### config.mk
export PLATFORM = sky130hd
export DESIGN_NAME = seq_divider
export DESIGN_NICKNAME = d
export VERILOG_FILES = /design/src/rtl/seq_divider.sv
export SDC_FILE = /design/constraint.sdc
export NUM_CORES = 1
export LEC_CHECK = 0
export BUFFER_PORTS_ARGS = -buffer_cell sky130_fd_sc_hd__buf_2
export CELL_PAD_IN_SITES_DETAIL_PLACEMENT = 1
export CELL_PAD_IN_SITES_GLOBAL_PLACEMENT = 2
export CORE_ASPECT_RATIO = 1.25
export CORE_MARGIN = 4
export CORE_UTILIZATION = 34
export DETAILED_ROUTE_END_ITERATION = 10
export PLACE_DENSITY = 0.81
export SLEW_MARGIN = 20
export SYNTH_ARGS = -nofsm -noshare
export SYNTH_HDL_FRONTEND = slang
export SYNTH_SLANG_ARGS = --single-unit
### constraint.sdc
create_clock -name clk -period 2.24 [get_ports clk]
set_input_delay 0.336 -clock clk [delete_from_list [all_inputs] [get_ports clk]]
set_output_delay 0.336 -clock clk [all_outputs]
set_load 0.05 [all_outputs]
### src/rtl/seq_divider.sv
// Multi-cycle restoring divider: WIDTH clock steps per quotient, start/done handshake.
// Define DIV_SIGNED_EN for two's complement operands (truncating division); default is unsigned.
module seq_divider #(
    parameter int unsigned WIDTH = 6
) (
    input  logic             clk,
    input  logic             rst,
    input  logic             start,
    input  logic [WIDTH-1:0] a,
    input  logic [WIDTH-1:0] b,
    output logic             busy,
    output logic             done,
    output logic [WIDTH-1:0] q,
    output logic [WIDTH-1:0] r,
    output logic             dz
);

    localparam int unsigned CW = (WIDTH > 2) ? $clog2(WIDTH) : 1;

    typedef enum logic [1:0] {
        S_IDLE = 2'd0,
        S_CALC = 2'd1,
        S_DONE = 2'd2
    } state_t;

    state_t           state_q, state_d;
    logic [CW-1:0]    cnt_q, cnt_d;
    logic [WIDTH-1:0] rem_q, rem_d;
    logic [WIDTH-1:0] dvd_q, dvd_d;
    logic [WIDTH-1:0] div_q, div_d;
    logic             busy_q, busy_d;
    logic             done_q, done_d;
    logic [WIDTH-1:0] q_q, q_d;
    logic [WIDTH-1:0] r_q, r_d;
    logic             dz_q, dz_d;

    logic [WIDTH:0]   rem_sh;
    logic [WIDTH:0]   trial;
    logic [WIDTH-1:0] step_rem;
    logic [WIDTH-1:0] step_dvd;
    logic [WIDTH-1:0] a_mag;
    logic [WIDTH-1:0] b_mag;
    logic [WIDTH-1:0] q_res;
    logic [WIDTH-1:0] r_res;

    // One restoring step: shift {rem,dvd} left, keep the trial difference when it does not borrow
    always_comb begin
        rem_sh   = {rem_q, dvd_q[WIDTH-1]};
        trial    = rem_sh - {1'b0, div_q};
        step_rem = trial[WIDTH] ? rem_sh[WIDTH-1:0] : trial[WIDTH-1:0];
        step_dvd = {dvd_q[WIDTH-2:0], ~trial[WIDTH]};
    end

`ifdef DIV_SIGNED_EN
    logic neg_q_q, neg_q_d;
    logic neg_r_q, neg_r_d;

    // The core works on magnitudes; the most-negative value still fits as an unsigned magnitude
    assign a_mag = a[WIDTH-1] ? (~a + WIDTH'(1)) : a;
    assign b_mag = b[WIDTH-1] ? (~b + WIDTH'(1)) : b;
    assign q_res = neg_q_q ? (~step_dvd + WIDTH'(1)) : step_dvd;
    assign r_res = neg_r_q ? (~step_rem + WIDTH'(1)) : step_rem;

    always_comb begin
        neg_q_d = neg_q_q;
        neg_r_d = neg_r_q;
        if ((state_q == S_IDLE || state_q == S_DONE) && start) begin
            neg_q_d = a[WIDTH-1] ^ b[WIDTH-1];
            neg_r_d = a[WIDTH-1];
        end
    end

    always_ff @(posedge clk or posedge rst) begin
        if (rst) begin
            neg_q_q <= 1'b0;
            neg_r_q <= 1'b0;
        end else begin
            neg_q_q <= neg_q_d;
            neg_r_q <= neg_r_d;
        end
    end
`else
    assign a_mag = a;
    assign b_mag = b;
    assign q_res = step_dvd;
    assign r_res = step_rem;
`endif

    always_comb begin
        state_d = state_q;
        cnt_d   = cnt_q;
        rem_d   = rem_q;
        dvd_d   = dvd_q;
        div_d   = div_q;
        busy_d  = 1'b0;
        done_d  = 1'b0;
        q_d     = q_q;
        r_d     = r_q;
        dz_d    = dz_q;

        case (state_q)
            S_IDLE, S_DONE: begin
                state_d = S_IDLE;
                if (start) begin
                    dvd_d = a_mag;
                    div_d = b_mag;
                    rem_d = '0;
                    cnt_d = '0;
                    if (b == '0) begin
                        // Divide-by-zero skips the datapath and reports immediately
                        state_d = S_DONE;
                        done_d  = 1'b1;
                        q_d     = '1;
                        r_d     = a;
                        dz_d    = 1'b1;
                    end else begin
                        state_d = S_CALC;
                        busy_d  = 1'b1;
                    end
                end
            end
            S_CALC: begin
                rem_d  = step_rem;
                dvd_d  = step_dvd;
                busy_d = 1'b1;
                cnt_d  = cnt_q + CW'(1);
                if (cnt_q == CW'(WIDTH - 1)) begin
                    state_d = S_DONE;
                    cnt_d   = '0;
                    busy_d  = 1'b0;
                    done_d  = 1'b1;
                    q_d     = q_res;
                    r_d     = r_res;
                    dz_d    = 1'b0;
                end
            end
            default: state_d = S_IDLE;
        endcase
    end

    always_ff @(posedge clk or posedge rst) begin
        if (rst) begin
            state_q <= S_IDLE;
            cnt_q   <= '0;
            rem_q   <= '0;
            dvd_q   <= '0;
            div_q   <= '0;
            busy_q  <= 1'b0;
            done_q  <= 1'b0;
            q_q     <= '0;
            r_q     <= '0;
            dz_q    <= 1'b0;
        end else begin
            state_q <= state_d;
            cnt_q   <= cnt_d;
            rem_q   <= rem_d;
            dvd_q   <= dvd_d;
            div_q   <= div_d;
            busy_q  <= busy_d;
            done_q  <= done_d;
            q_q     <= q_d;
            r_q     <= r_d;
            dz_q    <= dz_d;
        end
    end

    assign busy = busy_q;
    assign done = done_q;
    assign q    = q_q;
    assign r    = r_q;
    assign dz   = dz_q;

endmodule
==> results.yml <==
setup_path:
  crit_required_ps: 2470
  crit_path_cell_trace: "inv_2, ha_4, inv_1, fa_2, a21oi_4, o2111ai_2, nand3_4, mux2_2, a21oi_2"
  cpLargestDelayFamily: "adder cells"
  slowest_stage: "dfrtp_1"
  start_kind: "register"
  rrSetupSlack_ps: 80
  critical_path_class: "register to register"
  max_stage_delay_ps: 400
  crit_path_max_fanout: 8
  worstPathArrival_ps: 2380
  path_buf_inv: 2
  critPathCaptureType: "register"
timing:
  slew_viol_final: 0
  clock_skew_ps: 4.65
  worst_pin_slew_ps: 758
  finalCriticalPeriod_ps: 2160
  fin_crit_sh_pct: 96.2
  max_freq_ghz: 0.464
  hold_viol: 0
  finalSetupViolCount: 0
  max_slew_margin_pct: 49.4
cts:
  clockBufferDepth: 2
  clkLatencyLatePin_ps: 290
  htree_levels: 2
  cts_tree: "done"
  hold_buffers: 0
  clkSinkCount: 38
  root_buffer: "clkbuf_8"
  cts_inserted_buffers: 5
  clkSlewWorstSetupHoldPaths_ps: 80
worst_hold_path:
  hp-class: "input port to asynchronous set/reset pin"
floorplan:
  rows: 30
  start_util_pct: 35.5
  core_area_um2: 5520
  die-area_um2: 7040
  die_h_um: 92.8
  io_pins: 30
  die_w_um: 75.9
route:
  ant_nets: 0
  totalWireLength_mm: 5.09
  via_count: 1680
  vias_per_cell: 5.32
  dr.pass1.iters: 4
  avgRoutedWirePerCell_um: 16.1
  drt_iter0_drc: 47
  drc: 0
global_route:
  gr-max-usage-layer: "met2"
  met2_usage_pct: 26.3
  groute.layer.met3.usage_pct: 4.56
  antenna_found_initial: 0
  grt_pass1_wl_mm: 8.57
  overflow: 0
  grt_pass1_vias: 1761
  grt_max_degree: 39
  grt_usage_pct: 16.2
  use_met1_pct: 20.5
synth:
  yosysUniqueCellTypes: 41
  synthMuxAreaShare_pct: 3.13
  synth_ff_type: "dfrtp_1"
  synth-xor-area-share_pct: 1.34
  synth_warnings: 0
  synthTopCellsByArea: "dfrtp_1 (49%), nand2_1 (7.9%), nor2_1 (5.4%)"
  avgSynthCellArea_um2: 9.14
  synth_area_leader_cell: "dfrtp_1"
  ys_seq_area_share_pct: 48.6
  synth_compound_area_share_pct: 17.6
  syn_nets: 236
  syn_area_um2: 1960
  netlist.area_leader.share_pct: 48.6
  syn_inst: 214
  synth_edf_count: 0
  async_flop_share_pct: 100
  synthSimpleGateAreaFrac_pct: 20.3
  synthAdderAreaFrac_pct: 4.86
  ys_ff_latch: 38
  synth_top_family_by_area: "simple AND/OR/NAND/NOR gates"
placement:
  place.gp.congestion: 0.786
  hpwl_mm: 3.72
  dpl.cell_count: 305
  numPortBuffers: 29
cells_and_area:
  drive_gt1_share_pct: 23.4
  n_antenna_cell: 0
  stdcell_count: 316
  final_cell_mix: "nand2_1 (41), dfrtp_1 (38), buf_2 (29)"
  final_util_pct: 42.5
  areaGrowthSynthToFinish_pct: 19.8
  layout_commonest_cell: "nand2_1"
  fin_nets: 273
run_status:
  status: "finished, final reports clean"
run:
  maxCapViolCount: 0
==> synth_stat cells (all sizes together), types with 2 or more instances <==
| master | number |
|---|---|
| a21o | 2 |
| a21oi | 14 |
| a2bb2oi | 4 |
| a31oi | 7 |
| buf | 3 |
| clkbuf | 5 |
| dfrtp | 38 |
| ha | 6 |
| inv | 12 |
| mux2i | 5 |
| nand2 | 41 |
| nand2b | 5 |
| nand3 | 3 |
| nor2 | 28 |
| nor2b | 5 |
| o21ai | 14 |
| o21bai | 2 |
| xnor2 | 2 |
==> logic make-up after synthesis <==
logic type	Yosys count
AOI/OAI and AO/OA	52
xor gates and xnor gates	3
adders and majority gates	7
buffers and inverters	20
DFF	38
muxes	6
and+or+nand+nor	88
==> through the flow <==
step / hold WS [ps] / setup WS [ps] / setup TNS (ps) / cell area, µm²
2_1_floorplan: 441 / 183 / 0 / 1960
3_3_place_gp: 461 / 97.7 / 0 / 2190
3_5_place_dp: 471 / 49.6 / 0 / 2190
4_1_cts: 161 / 9.10 / 0 / 2280
5_1_grt: 188 / -15.8 / -42.9 / 2340
6_report: 141 / 84.6 / 0 / 2340
==> what timing repair did <==
| action | CTS | global route |
|---|---|---|
| hold endpoints to repair | 0 | 0 |
| setup buffers | 0 | 3 |
| resized for setup | 0 | 9 |
| setup endpoints to repair | 0 | 10 |
==> cell type report <==
class	count	area (µm²)
Sequential cell	38	951
Clock inverter	1	5.00
Tap cell	64	80.1
Fill cell	658	3170
Timing Repair Buffer	38	213
Clock buffer	7	86.3
Inverter	12	45.0
Multi-Input combinational cell	156	965
==> path summary, 6_finish.rpt <==
kind	start	end	cells past startpoint
max in group asynchronous	rst	div_q[5]$_DFFE_PP0P_	3
hold reg to reg	dz$_DFFE_PP0P_	dz$_DFFE_PP0P_	1
setup / recovery	dvd_q[5]$_DFFE_PP0P_	r[2]$_DFFE_PP0P_	9
hold / removal	rst	state_q[0]$_DFFE_PP0N_	3
min in group clk	b[3]	div_q[3]$_DFFE_PP0P_	3
setup reg to reg	dvd_q[5]$_DFFE_PP0P_	r[2]$_DFFE_PP0P_	9
==> per-layer routing <==
metal  part of all wire, %  vias to the layer above
met1                    43                      843
met2                    51                       27
met4                   1.4                        0
met3                   4.0                        8
met5                     0                        -
li1                      -                      802
==> worst register-to-register path, cell delays in order, from the launching register on <==
cell and delay [ps]:
dfrtp_1 400, inv_2 90, ha_4 130, inv_1 60
fa_2 400, a21oi_4 200, o2111ai_2 150, nand3_4 190
mux2_2 380, a21oi_2 110
==> flip-flops by register name (all words and copies together) (netlist names), 2 cells and up <==
signal / flops
state_q: 2
dvd_q: 6
cnt_q: 3
r: 6
div_q: 6
rem_q: 6
q: 6
Power is not shown: default switching activity piles up to over one toggle a cycle in this logic, so the estimate is an artifact.
